**src/rtl/mcore_bitreader.sv**
```systemverilog
// mcore_bitreader: prefetches 32-bit words over mem_if and
// serialises them MSB-first into bpp-wide fields for the cel engine.
module mcore_bitreader #(
  parameter int DATA_WIDTH     = 32,
  parameter int ADDR_WIDTH     = 32,
  parameter int PREFETCH_DEPTH = 4
) (
  input  logic                    aclk,
  input  logic                    rst,
  input  logic                    start,
  input  logic                    stop,
  input  logic [ADDR_WIDTH-1:0]   cfg_base_addr,
  input  logic [4:0]              cfg_bpp,
  input  logic [4:0]              cfg_skip_bits,
  output logic                    busy,
  output logic                    err,
  output logic                    fld_valid,
  input  logic                    fld_ready,
  output logic [15:0]             fld_data,
  output logic                    mem_req,
  output logic [ADDR_WIDTH-1:0]   mem_addr,
  output logic                    mem_we,
  output logic [DATA_WIDTH-1:0]   mem_wdata,
  output logic [DATA_WIDTH/8-1:0] mem_be,
  input  logic                    mem_gnt,
  input  logic                    mem_rsp_valid,
  input  logic [DATA_WIDTH-1:0]   mem_rsp_rdata,
  input  logic                    mem_rsp_error
);

  localparam int PW = $clog2(PREFETCH_DEPTH);
  localparam int CW = PW + 1;
  localparam logic [CW:0] DEPTH = (CW+1)'(PREFETCH_DEPTH);

  typedef enum logic [1:0] {IDLE, RUN, DRAIN} state_t;

  state_t                state;
  logic [ADDR_WIDTH-1:0] addr;
  logic [CW-1:0]         outstanding;
  logic [CW-1:0]         out_next;
  logic [CW-1:0]         fcnt;
  logic [PW-1:0]         wr_ptr;
  logic [PW-1:0]         rd_ptr;
  logic [31:0]           fifo [PREFETCH_DEPTH];
  logic [47:0]           bbuf;
  logic [5:0]            bcnt;
  logic [4:0]            bpp;
  logic [4:0]            skip;

  logic        gnt_ok;
  logic        rsp_any;
  logic        rsp_err;
  logic        push;
  logic        pop;
  logic        hs;
  logic        flush;
  logic [CW:0] inflight;
  logic [47:0] sh_buf;
  logic [5:0]  sh_cnt;
  logic [31:0] word;
  logic [31:0] wsk;
  logic [47:0] app;
  logic [5:0]  nbits;
  logic        unused_addr;

  assign unused_addr = ^cfg_base_addr[1:0];

  assign busy      = (state != IDLE);
  assign mem_addr  = addr;
  assign mem_we    = 1'b0;
  assign mem_wdata = '0;
  assign mem_be    = '1;

  assign inflight = {1'b0, outstanding} + {1'b0, fcnt};
  assign mem_req  = (state == RUN) && (inflight < DEPTH);
  assign gnt_ok   = mem_req && mem_gnt;
  assign rsp_any  = mem_rsp_valid && (state != IDLE);
  assign rsp_err  = (state == RUN) && mem_rsp_valid && mem_rsp_error;
  assign out_next = outstanding + CW'(gnt_ok) - CW'(rsp_any);

  assign fld_valid = (bcnt >= {1'b0, bpp});
  assign fld_data  = bbuf[47:32] >> (5'd16 - bpp);
  assign hs        = fld_valid && fld_ready;

  assign sh_buf = hs ? (bbuf << bpp) : bbuf;
  assign sh_cnt = hs ? (bcnt - {1'b0, bpp}) : bcnt;

  // Next word lands directly below the surviving bits; skip trims its MSBs.
  assign word  = fifo[rd_ptr];
  assign wsk   = word << skip;
  assign app   = {wsk, 16'h0} >> sh_cnt;
  assign nbits = 6'd32 - {1'b0, skip};

  assign push  = (state == RUN) && mem_rsp_valid && !mem_rsp_error;
  assign pop   = (state == RUN) && (fcnt != '0) && (sh_cnt <= 6'd16);
  assign flush = ((state == IDLE) && start) ||
                 ((state == RUN) && (stop || rsp_err));

  always_ff @(posedge aclk or posedge rst) begin
    if (rst) begin
      state       <= IDLE;
      addr        <= '0;
      outstanding <= '0;
      bpp         <= 5'd16;
      err         <= 1'b0;
    end else begin
      outstanding <= out_next;
      if (gnt_ok) addr <= addr + ADDR_WIDTH'(4);
      unique case (state)
        IDLE: if (start) begin
          state <= RUN;
          addr  <= {cfg_base_addr[ADDR_WIDTH-1:2], 2'b00};
          bpp   <= (cfg_bpp == 5'd0 || cfg_bpp > 5'd16) ? 5'd16 : cfg_bpp;
          err   <= 1'b0;
        end
        RUN: if (stop || rsp_err) begin
          state <= DRAIN;
          if (rsp_err) err <= 1'b1;
        end
        DRAIN: if (out_next == '0) state <= IDLE;
        default: state <= IDLE;
      endcase
    end
  end

  always_ff @(posedge aclk or posedge rst) begin
    if (rst) begin
      fcnt   <= '0;
      wr_ptr <= '0;
      rd_ptr <= '0;
      bbuf   <= '0;
      bcnt   <= '0;
      skip   <= '0;
    end else begin
      if (state == IDLE && start) skip <= cfg_skip_bits;
      else if (pop) skip <= '0;
      if (flush) begin
        fcnt   <= '0;
        wr_ptr <= '0;
        rd_ptr <= '0;
        bbuf   <= '0;
        bcnt   <= '0;
      end else begin
        if (push) wr_ptr <= wr_ptr + PW'(1);
        if (pop) rd_ptr <= rd_ptr + PW'(1);
        fcnt <= fcnt + CW'(push) - CW'(pop);
        bbuf <= pop ? (sh_buf | app) : sh_buf;
        bcnt <= pop ? (sh_cnt + nbits) : sh_cnt;
      end
    end
  end

  always_ff @(posedge aclk) begin
    if (push) fifo[wr_ptr] <= mem_rsp_rdata[31:0];
  end

  a_no_idle_rsp: assert property (
    @(posedge aclk) disable iff (rst) !(state == IDLE && mem_rsp_valid));

endmodule

```
**config.mk**
```make
export PLATFORM = sky130hd
export DESIGN_NAME = mcore_bitreader
export DESIGN_NICKNAME = d
export VERILOG_FILES = /design/src/rtl/mcore_bitreader.sv
export SDC_FILE = /design/constraint.sdc
export NUM_CORES = 1
export LEC_CHECK = 0
export CAP_MARGIN = 20
export CORE_MARGIN = 4
export CORE_UTILIZATION = 59
export CTS_CLUSTER_SIZE = 20
export DETAILED_ROUTE_END_ITERATION = 10
export MAX_ROUTING_LAYER = met4
export PLACE_DENSITY = 0.83
export SLEW_MARGIN = 20
export SYNTH_ARGS = -nofsm -noshare
export SYNTH_HDL_FRONTEND = slang
export SYNTH_SLANG_ARGS = --single-unit
```
**constraint.sdc**
```tcl
create_clock -name aclk -period 7.19 [get_ports aclk]
set_input_delay 1.7975 -clock aclk [delete_from_list [all_inputs] [get_ports aclk]]
set_output_delay 1.7975 -clock aclk [all_outputs]
set_load 0.005 [all_outputs]
```
Word level (Yosys, flattened, before mapping)

Memory sizes are Yosys's and may differ from the RTL's.
Index checks and enable logic that the tools add are counted.

Bits of input ports: 82
Memories kept: 1
Output and inout bits: 89
Word-level logic and storage cells: 93
Memory bits (writable): 128
Bits in registers: 109

Add/sub/neg operators: 12
Equal/unequal tests: 6
Shifts and indexed selects: 4
Bitwise operators: 1
Reductions and logical operators: 27
Mux-type cells: 27
Order comparisons: 4

Memory list:

| name | words | width | read ports | clocked after memory_dff | write ports | line | RTL |
|---|---|---|---|---|---|---|---|
| fifo | 4     | 32    | 1          | 0                        | 1           | 44   | `logic [31:0] fifo [PREFETCH_DEPTH];` |

Operators by type and width:

| kind                  | count |
|---|---|
| $mux 48               | 3 |
| $mux 32               | 3 |
| $or 48x48->48         | 1 |
| $shl 48x5->48         | 1 |
| $shr 48x6->48         | 1 |
| $add 32x3->32 const B | 1 |
| $shl 32x5->32         | 1 |
| $mux 6                | 3 |
| $shr 16x5->16         | 1 |
| $mux 5                | 3 |
| $mux 2                | 7 |
| $logic_and 1x1->1     | 11 |
| $reduce_bool 2->1     | 5 |
| $add 3x1->3           | 2 |
| $add 6x6->6           | 1 |
| $ge 6x5->1            | 1 |
| $le 6x5->1 const B    | 1 |
| $ne 2x2->1 const B    | 3 |
| $pmux 2 s3            | 1 |
| $sub 3x1->3           | 2 |
| $sub 6x5->6           | 1 |
| $sub 6x5->6 const A   | 1 |
| $gt 5x5->1 const B    | 1 |
| $logic_not 5->1       | 1 |
| 18 further kinds      | 25 |

Depth between registers and ports, before layout

Gate-level depths: netlist (run 1).

Depth in word-level cells: 9
Gate-level depth with buffers: 20
Mapped depth without buffers: 17

Worst setup path after synthesis (run 1)

Ideal clock, no wire load.

Path type: flip-flop to output port
Start point: register bpp[0]
End point: output port fld_data[2]
Buffers on the path: 6
Required time: 5.392 ns
Path slack: 1.767 ns
Arrival time: 3.626 ns
Stages on the path, launching flop included: 13
Path through: dfrtp_1 clkbuf_1 buf_1 clkinv_1 clkbuf_1 buf_1 ha_1 buf_1 clkbuf_1 mux2i_1 nand2_1 a311oi_1 a211oi_1

Longest elaborated chain between the ends: 2

RTL lines:

| element                | line | RTL |
|---|---|---|
| start, declared        | 47   | `logic [4:0] bpp;` |
| start signal, assigned | 113  | `bpp <= (cfg_bpp == 5'd0 \|\| cfg_bpp > 5'd16) ? 5'd16 : cfg_bpp;` |
| $sub 5x5->5            | 82   | `assign fld_data = bbuf[47:32] >> (5'd16 - bpp);` |
| $shr 16x5->16          | 82   |  |
| end, declared          | 19   | `output logic [15:0] fld_data,` |

No other way between the ends.

Final worst setup path (run 1)

Ends and elaborated chain as after synthesis.

==> results of run 1 <==
[flip-flops by register name (all words and copies together), names as in the netlist]
| register | cells |
|---|---|
| fifo | 128 |
| bbuf | 48 |
| mem_addr | 30 |
| bcnt | 6 |
| bpp | 5 |
| skip | 5 |
| fcnt | 3 |
| outstanding | 3 |
| rd_ptr | 2 |
| state | 2 |
| wr_ptr | 2 |
| err | 1 |
[stage by stage]
stage | util (%) | hold WS, ps | setup slack [ps]
finish | 67.3 | 540 | 863
detailed placement | 64.5 | 529 | 1490
global route | 67.3 | 567 | 595
floorplan | - | 484 | 1770
CTS | 67.3 | 529 | 905
global placement | 64.5 | 517 | 1610
[cell usage after synthesis (20+ instances only)]
library cell,instances
nand3_1,50
and2_1,21
inv_1,26
o21ai_0,113
mux2i_1,117
clkbuf_1,94
buf_4,41
a221oi_1,27
and3_1,20
edfxtp_1,128
o22ai_1,36
xor2_1,27
dfrtp_1,106
nor2_1,210
xnor2_1,21
o211ai_1,23
buf_1,25
a211oi_1,38
ha_1,25
mux2_2,26
a21oi_1,106
nand2_1,283
mux4_2,57
nor3_1,88
[worst max-delay path, cell delays in order, from the launching register on]
cell	delay [ps]
dfrtp_2	370
clkinv_1	640
ha_1	1170
mux2_2	430
nor2_1	90
a21oi_1	90
nor2b_1	180
a311oi_1	390
a211oi_1	120
clkdlybuf4s50_1	490
[path summary, 6_finish.rpt]
| kind | from | end | slack (ps) | depth (start not counted) |
|---|---|---|---|---|
| worst max-delay path | bpp[0] | fld_data[2] | 860 | 9 |
| worst max register to register | rd_ptr[0] | bbuf[37] | 1830 | 10 |
| worst min-delay path | state[1] | state[0] | 540 | 1 |
| min in group asynchronous | rst | mem_addr[20] | 1820 | 2 |
| worst min register to register | state[1] | state[0] | 540 | 1 |
| max in group asynchronous | rst | bbuf[3] | 4250 | 3 |
[routing by layer]
layer / share of wire, % / global-route usage (%) / wire (microns)
met1: 36 / 48.4 / 24300
met2: 48 / 64.4 / 32700
met3: 8.4 / 6.07 / 5710
met4: 7.4 / 22.6 / 5020
met5: 0 / - / 0
[logic make-up after synthesis]
family | after synthesis | synth area share, %
simple gates | 745 | 17.8
buf+inv | 212 | 5.65
mux | 214 | 16.0
compound gates | 555 | 20.7
xor+xnor | 48 | 2.28
flops | 235 | 35.4
other cells | 2 | 0.0407
fa+ha+maj | 29 | 2.13
[area by class of cell]
type | count | share of cell area [%]
Multi-Input combinational cell | 1630 | 53.4
Sequential cell | 235 | 31.5
Timing Repair Buffer | 173 | 7.83
Clock buffer | 32 | 3.30
Tap cell | 396 | 2.39
Clock inverter | 16 | 0.907
Inverter | 32 | 0.592
==> summary.txt, run 1 <==
Outcome - finished clean
Fmax - 158 MHz
CTS Buffer Depth - 3
Rows - 64
Leading cell types in the layout, fill and taps excluded - nand2_1 (283), nor2_1 (208), clkdlybuf4s50_1 (129), edfxtp_1 (128), mux2i_1 (114)
Mapped Area - 18,400 sq um
Slew Limit Fails - 0
Worst Tran Pin Value - 1040 ps
Leading area contributor after synthesis - edfxtp_1
Final instance area - 20,700 sq um
Vias per inst - 7.08
Area after DPL - 19,800 sq um
Layout area overhead - 12.2%
Crit path launch type - flip-flop
Post-CTS Setup Inserts - 0
N_diodes - 0
Die area - 34,200 sq um
Req. time, crit path - 5390 ps
Sequential fraction of the synthesis area - 35.4%
Maxcap violations - 0
Iter 0 DRT Violations - 2,249
Dominant cells by area after synthesis - edfxtp_1 (21%), dfrtp_1 (14%), mux4_2 (7.0%)
Worst rel slew slack - 30.5%
Root buf cell - clkbuf_16
Starting density of the core - 60.0%
Routed Antenna Nets - 0
CTS Buf Count - 26
Gpl congestion - 1.09
Initial antenna violation count - 0
Grt ovf - 0
Async S/R FF share, synth - 45.5%
Port Buffers - 129
First-pass GRT wire length - 103,000 microns
Number of synthesized flops with an enable pin - 128
I/O pin count - 171
Synthesis-stage register bit count - 235
Top_reg_cell synth - edfxtp_1
CTS tree - built
Commonest non-fill, non-tap cell in the layout - nand2_1
Placed cells - 2,466
Library cells used by synthesis - 93
Fillers - 2,375
WP data arrival - 4530 ps
CP Capture Type - output port
DR WL/cell - 26.9 microns
Setup tns final - 0 ps
Average size of a mapped cell - 9.04 sq um
DPL Wire Length - 49,700 microns
GR Util All Layers - 40.0%
Crit path max fanout - 27
First-pass DRT Iterations - 9
Flip-flop and latch area - 6530 sq um
Final setup violation count - 0
Clk Latency, worst-skew pair - 570 ps
Worst-path clk slew - 70 ps
Clk sinks - 235
Post-route DRC violation count - 0
Nets - 2,209
Cts repair resizes - 0
Chip height - 185 microns
Synth Warn # - 0
Multi-input gate area - 11,100 sq um
Die Span X - 185 microns
Clock Skew - 24.8 ps
Vias in the first global route - 17.3k
Drt total wl - 67,700 microns
Post-Synthesis Cells - 2,040
Largest net degree at the start of global routing - 70
Post-layout min period - 6330 ps
Share of cells above drive strength 1 - 10.1%
Hold Vio Cnt, Final - 0
Core ar. - 30,700 sq um
RSZ-0062 raised after global routing - false
H-tree Lvls - 1
Finished Layout Cells - 2,514
Hold Path Class - reg -> reg
Via count - 17.8k
Synth top area share - 20.8%
Hold Buf Count CTS - 0
Tcrit/Tclk final - 88.0%
Critical path class - reg -> out
Power of run 1 is left out: the tool's default activity adds up to more than one toggle a clock period on the data nets, which glitch-free logic cannot reach.
==> run 2: changes to the inputs <==
Settings changed: ABC_AREA set to 1, CORE_MARGIN 4 to 1.
==> summary.txt, run 2 <==
Commonest non-fill, non-tap cell in the layout - nand2_1 (unchanged)
Maxcap violations - 0 (unchanged)
Largest register by flop count - fifo (unchanged)
I/O pin count - 171 (unchanged)
First-pass DRT Iterations - 6 (was 9)
Max reg flops - 128 (unchanged)
CTS Buffer Depth - 3 (unchanged)
R2R Setup Slk - 1540 ps (was 1830 ps)
Hold Vio Cnt, Final - 0 (unchanged)
Library cells used by synthesis - 59 (was 93)
FF-to-FF End - fcnt[2] (was bbuf[37])
Outcome - finished clean (unchanged)
Fillers - 2,584 (was 2,375)
Initial antenna violation count - 0 (unchanged)
Gpl congestion - 1.02 (was 1.09)
Number of synthesized flops with an enable pin - 128 (unchanged)
Cell count along the critical path - 11 (was 9)
Delay of the slowest critical-path stage - 550 ps (was 1170 ps)
Cell depth of the worst flop-to-flop path - 24 (was 10)
RSZ-0062 raised after global routing - false (unchanged)
Mapped Area - 17,700 sq um (was 18,400 sq um)
Sequential fraction of the synthesis area - 36.8% (was 35.4%)
Layout area overhead - 11.5% (was 12.2%)
Share of cells above drive strength 1 - 5.61% (was 10.1%)
Top cells by count, synth - nand2_1 (673), nand3_1 (592), o21ai_0 (159) (was nand2_1 (283), nor2_1 (210), edfxtp_1 (128))
Average size of a mapped cell - 7.09 sq um (was 9.04 sq um)
Placed cells - 2,889 (was 2,466)
Leading cell types in the layout, fill and taps excluded - nand2_1 (673), nand3_1 (592), o21ai_0 (159), inv_1 (140), clkdlybuf4s50_1 (129) (was nand2_1 (283), nor2_1 (208), clkdlybuf4s50_1 (129), edfxtp_1 (128), mux2i_1 (114))
Dominant cells by area after synthesis - edfxtp_1 (22%), nand3_1 (17%), dfrtp_1 (15%) (was edfxtp_1 (21%), dfrtp_1 (14%), mux4_2 (7.0%))
Leading area contributor after synthesis - edfxtp_1 (unchanged)
Routed Antenna Nets - 0 (unchanged)
Fmax - 164 MHz (was 158 MHz)
Worst-path clk slew - 60 ps (was 70 ps)
Clock Skew - 27.9 ps (was 24.8 ps)
Drt total wl - 57,600 microns (was 67,700 microns)
Root buf cell - clkbuf_16 (unchanged)
Clk sinks - 235 (unchanged)
Req. time, crit path - 5390 ps (about the same)
WP data arrival - 4300 ps (was 4530 ps)
Setup tns final - 0 ps (unchanged)
Vias per inst - 6.22 (was 7.08)
Cts repair resizes - 0 (unchanged)
DPL Wire Length - 40,300 microns (was 49,700 microns)
Worst setup endpoint - fld_data[2] (unchanged)
Synth top area share - 21.7% (was 20.8%)
Post-Synthesis Cells - 2,503 (was 2,040)
CTS tree - built (unchanged)
Crit path max fanout - 37 (was 27)
Critical-path top delay cell - clkdlybuf4s50_1 (was ha_1)
Post-layout min period - 6090 ps (was 6330 ps)
CTS Buf Count - 27 (was 26)
Chip height - 175 microns (was 185 microns)
Post-CTS Setup Inserts - 0 (unchanged)
DR WL/cell - 19.6 microns (was 26.9 microns)
Worst Tran Pin Value - 983 ps (was 1040 ps)
N_diodes - 0 (unchanged)
Synth Warn # - 0 (unchanged)
Hold Path Class - reg -> reg (unchanged)
Clk Latency, worst-skew pair - 580 ps (was 570 ps)
Cell-by-cell listing of the critical path - buf_4 > inv_1 > ha_1 > xnor2_1 > inv_1 > nand2_1 > o21ai_0 > nand3_1 > nand2_1 > a31oi_1 > clkdlybuf4s50_1 (was clkinv_1 > ha_1 > mux2_2 > nor2_1 > a21oi_1 > nor2b_1 > a311oi_1 > a211oi_1 > clkdlybuf4s50_1)
Worst Path Buf+Inv - 4 (was 2)
Hold Buf Count CTS - 0 (unchanged)
Slew Limit Fails - 0 (unchanged)
Top_reg_cell synth - edfxtp_1 (unchanged)
Via count - 18.3k (was 17.8k)
Async S/R FF share, synth - 45.5% (unchanged)
Iter 0 DRT Violations - 2,328 (was 2,249)
Worst rel slew slack - 34.1% (was 30.5%)
Area after DPL - 18,900 sq um (was 19,800 sq um)
Hold_ws - 527 ps (was 540 ps)
Vias in the first global route - 17.1k (was 17.3k)
Count leader, synth - nand2_1 (unchanged)
Grt ovf - 0 (unchanged)
Rows - 63 (was 64)
Nets - 2,640 (was 2,209)
Die Span X - 175 microns (was 185 microns)
Final setup violation count - 0 (unchanged)
Starting density of the core - 59.9% (was 60.0%)
Post-route DRC violation count - 0 (unchanged)
Top delay family on crit path - buffers and inverters (was adder cells)
Worst setup startpoint - bpp[1] (was bpp[0])
CP Capture Type - output port (unchanged)
First-pass GRT wire length - 91,200 microns (was 103,000 microns)
GR Util All Layers - 38.6% (was 40.0%)
Tcrit/Tclk final - 84.7% (was 88.0%)
H-tree Lvls - 1 (unchanged)
Largest net degree at the start of global routing - 67 (was 70)
Port Buffers - 129 (unchanged)
Synthesis-stage register bit count - 235 (unchanged)
Die area - 30,800 sq um (was 34,200 sq um)
Crit path launch type - flip-flop (unchanged)
Final instance area - 19,800 sq um (was 20,700 sq um)
Critical path class - reg -> out (unchanged)
Core ar. - 29,600 sq um (was 30,700 sq um)
Finished Layout Cells - 2,940 (was 2,514)
Worst r2r src - bpp[1] (was rd_ptr[0])
-- run 2: cell count changes after synthesis, sizes merged, moves of 33 or more --
cell and delta:
o22ai -36, nand2 +399, mux4 -57, nor3 -74
nor2 -114, mux2 -39, a211oi -34, inv +127
nand3 +553, o21ai +43, nand4 +35, buf +33
mux2i -86
-- run 2: per-layer routing --
layer,vias up,routed length (microns),global-route usage (%)
li1,8578,-,-
met3,142,5030,5.15
met1,8577,22800,50.3
met4,0,2410,15.0
met5,-,0,-
met2,1000,27300,61.1
-- run 2: how the worst min path moves through the flow --
stage	startpoint	to	slack, ps	depth (start not counted)
finish	err	err	530	2
global route	err	err	550	2
CTS	err	err	520	2
detailed placement	err	err	520	2
global placement	err	err	510	2
floorplan	outstanding[0]	outstanding[0]	500	1
-- run 2: cell families (layout without fill, tap and decap cells) --
family,Yosys count,count (layout),share of synthesized area [%]
buffers and inverters,365,375,9.20
other,2,39,0.0423
flip-flops,235,235,36.8
XOR/XNOR,36,36,1.82
AND/OR/NAND/NOR,1460,1460,37.0
adder cells (fa/ha/maj),29,29,2.21
multiplexers,32,32,1.81
AO/OA/AOI/OAI,344,344,11.2
-- run 2: cell type report --
| type | instances | area [sq um] | area share [%] |
|---|---|---|---|
| well taps | 390 | 488 | 2.47 |
| clock inverters | 14 | 145 | 0.734 |
| flip-flops and latches | 235 | 6520 | 33.0 |
| inverters | 160 | 607 | 3.07 |
| repair buffers | 165 | 1570 | 7.93 |
| multi-input cells | 1940 | 9740 | 49.2 |
| clock buffers | 36 | 709 | 3.59 |
-- run 2: tightest hold or removal path, cell delays in order (launching register included) --
cell and delay [ps]:
dfrtp_1 370, inv_1 50, a21oi_1 60
-- run 2: through the flow --
| step | setup slack (ps) | util (%) |
|---|---|---|
| 2_1_floorplan | 2580 | - |
| 3_3_place_gp | 1640 | 63.8 |
| 3_5_place_dp | 1590 | 63.8 |
| 4_1_cts | 1190 | 66.7 |
| 5_1_grt | 818 | 66.7 |
| 6_report | 1100 | 66.7 |
Power of run 2 is left out for the same reason.
==> patch (config.mk and constraints of run 2) <==
Add an input register stage for `cfg_base_addr`, cleared by the reset; this delays it by one clock. The other inputs are not delayed to match.
--- a/src/rtl/mcore_bitreader.sv
+++ b/src/rtl/mcore_bitreader.sv
@@ -36,2 +36,12 @@
 
+  logic [ADDR_WIDTH-1:0] cfg_base_addr_q;
+
+  always_ff @(posedge aclk or posedge rst) begin
+    if (rst) begin
+      cfg_base_addr_q <= '0;
+    end else begin
+      cfg_base_addr_q <= cfg_base_addr;
+    end
+  end
+
   state_t                state;
@@ -65,3 +75,3 @@
 
-  assign unused_addr = ^cfg_base_addr[1:0];
+  assign unused_addr = ^cfg_base_addr_q[1:0];
 
@@ -111,3 +121,3 @@
           state <= RUN;
-          addr  <= {cfg_base_addr[ADDR_WIDTH-1:2], 2'b00};
+          addr  <= {cfg_base_addr_q[ADDR_WIDTH-1:2], 2'b00};
           bpp   <= (cfg_bpp == 5'd0 || cfg_bpp > 5'd16) ? 5'd16 : cfg_bpp;
Behaviour: not the same (Yosys sat finds a counterexample within 4 cycles, from zero or initial values and one cycle with rst high).
==> patch against run 2 <==
Sequential cell count increased by 30; routed wire length decreased by 4.1%; non-clock buffer count decreased by 9; sequential share of layout area increased by 2.9 points; clock skew decreased by 5.0 ps; count of clock-buffer cells in the layout decreased by 3; critical endpoint is now fld_data[1]; setup slack improved by 650 ps; synthesized area increased by 3.0%; final area increased by 2.6%; global-route usage decreased by 2.2 points.
Power is not shown: default switching activity piles up to over one toggle a cycle in this logic, so the estimate is an artifact.
==> patch: results (changes against run 2) <==
| Metric | Value |
|---|---|
| Status | `complete, no violations` |
| Setup crit end | `fld_data[1]` |
| Number of global-route vias before repair | `16.8k (-1.6%)` |
| Multi-input logic area | `0.00957 sq mm (-1.8%)` |
| Crit-path slowest cell | `inv_2` |
| RD Place Congestion | `0.991 (-2.5%)` |
| CLK BUF | `33 (-8.3%)` |
| Most frequent cells after synthesis | `nand2_1 (657), nand3_1 (570), o21ai_0 (160)` |
| # fillers | `2640 (+2.2%)` |
| Layout Nets | `2613 (-1.0%)` |
| Distinct cells, synth | `58 (-1.7%)` |
| Data buffer area share | `7.36% (-0.57 points)` |
| Number of ordinary inverters in the final layout | `150 (-6.3%)` |
| Ys flop type | `dfrtp_1` |
| Seq area share | `35.8% (+2.9 points)` |
| Biggest cell delay along the critical path | `640 ps (+90 ps)` |
| Worst reg-to-reg setup slack | `2240 ps (+700 ps)` |
| Largest cells by area after synthesis | `edfxtp_1 (21%), dfrtp_1 (19%), nand3_1 (16%)` |
| Clock buf/inv share | `4.40% (+0.082 points)` |
| Tapcells | `396 (+1.5%)` |
| DP Area | `0.0194 sq mm (+2.6%)` |
| Hold Crit Start | `cfg_base_addr_q[16]` |
| FF-to-FF path depth | `20 (-17%)` |
| Global-route wire length before repair | `87900 microns (-3.7%)` |
| Post-route clock period utilization | `75.8% (-9.0 points)` |
| Buffers excl. clock | `156 (-5.5%)` |
| Register area share after synthesis | `39.8% (+3.0 points)` |
| 1st-iter DRT viols | `2260 (-2.9%)` |
| DR WL/cell | `18.9 microns (-3.3%)` |
| FF+latch area | `0.00727 sq mm (+12%)` |
[patch: cell types whose count changed in the layout (fill, tap and decap cells not counted), sizes merged, moves of 3 or more]
| cell | run 2 | this run |
|---|---|---|
| dfrtp | 106 | 136 |
| nand3 | 603 | 574 |
| nand2 | 682 | 665 |
| buf | 36 | 27 |
| nor2 | 98 | 105 |
| inv | 155 | 149 |
| nor3 | 14 | 9 |
| o21a | 1 | 5 |
| clkbuf | 36 | 33 |
[patch: logic make-up after synthesis]
kind of cell,Yosys count,share of synthesized area [%]
buffers and inverters,346,8.74
adders and majority gates,29,2.15
other,2,0.0411
DFF,265,39.8
muxes,33,1.81
AOI/OAI and AO/OA,347,11.0
and+or+nand+nor,1419,34.8
xor gates and xnor gates,35,1.72
[patch: metal layers]
metal,vias to the layer above,track usage (%),share of wire (%)
met3,167,3.77,6.1
li1,8498,-,-
met4,0,15.9,4.7
met1,8385,45.9,41
met2,784,59.5,48
met5,-,-,0
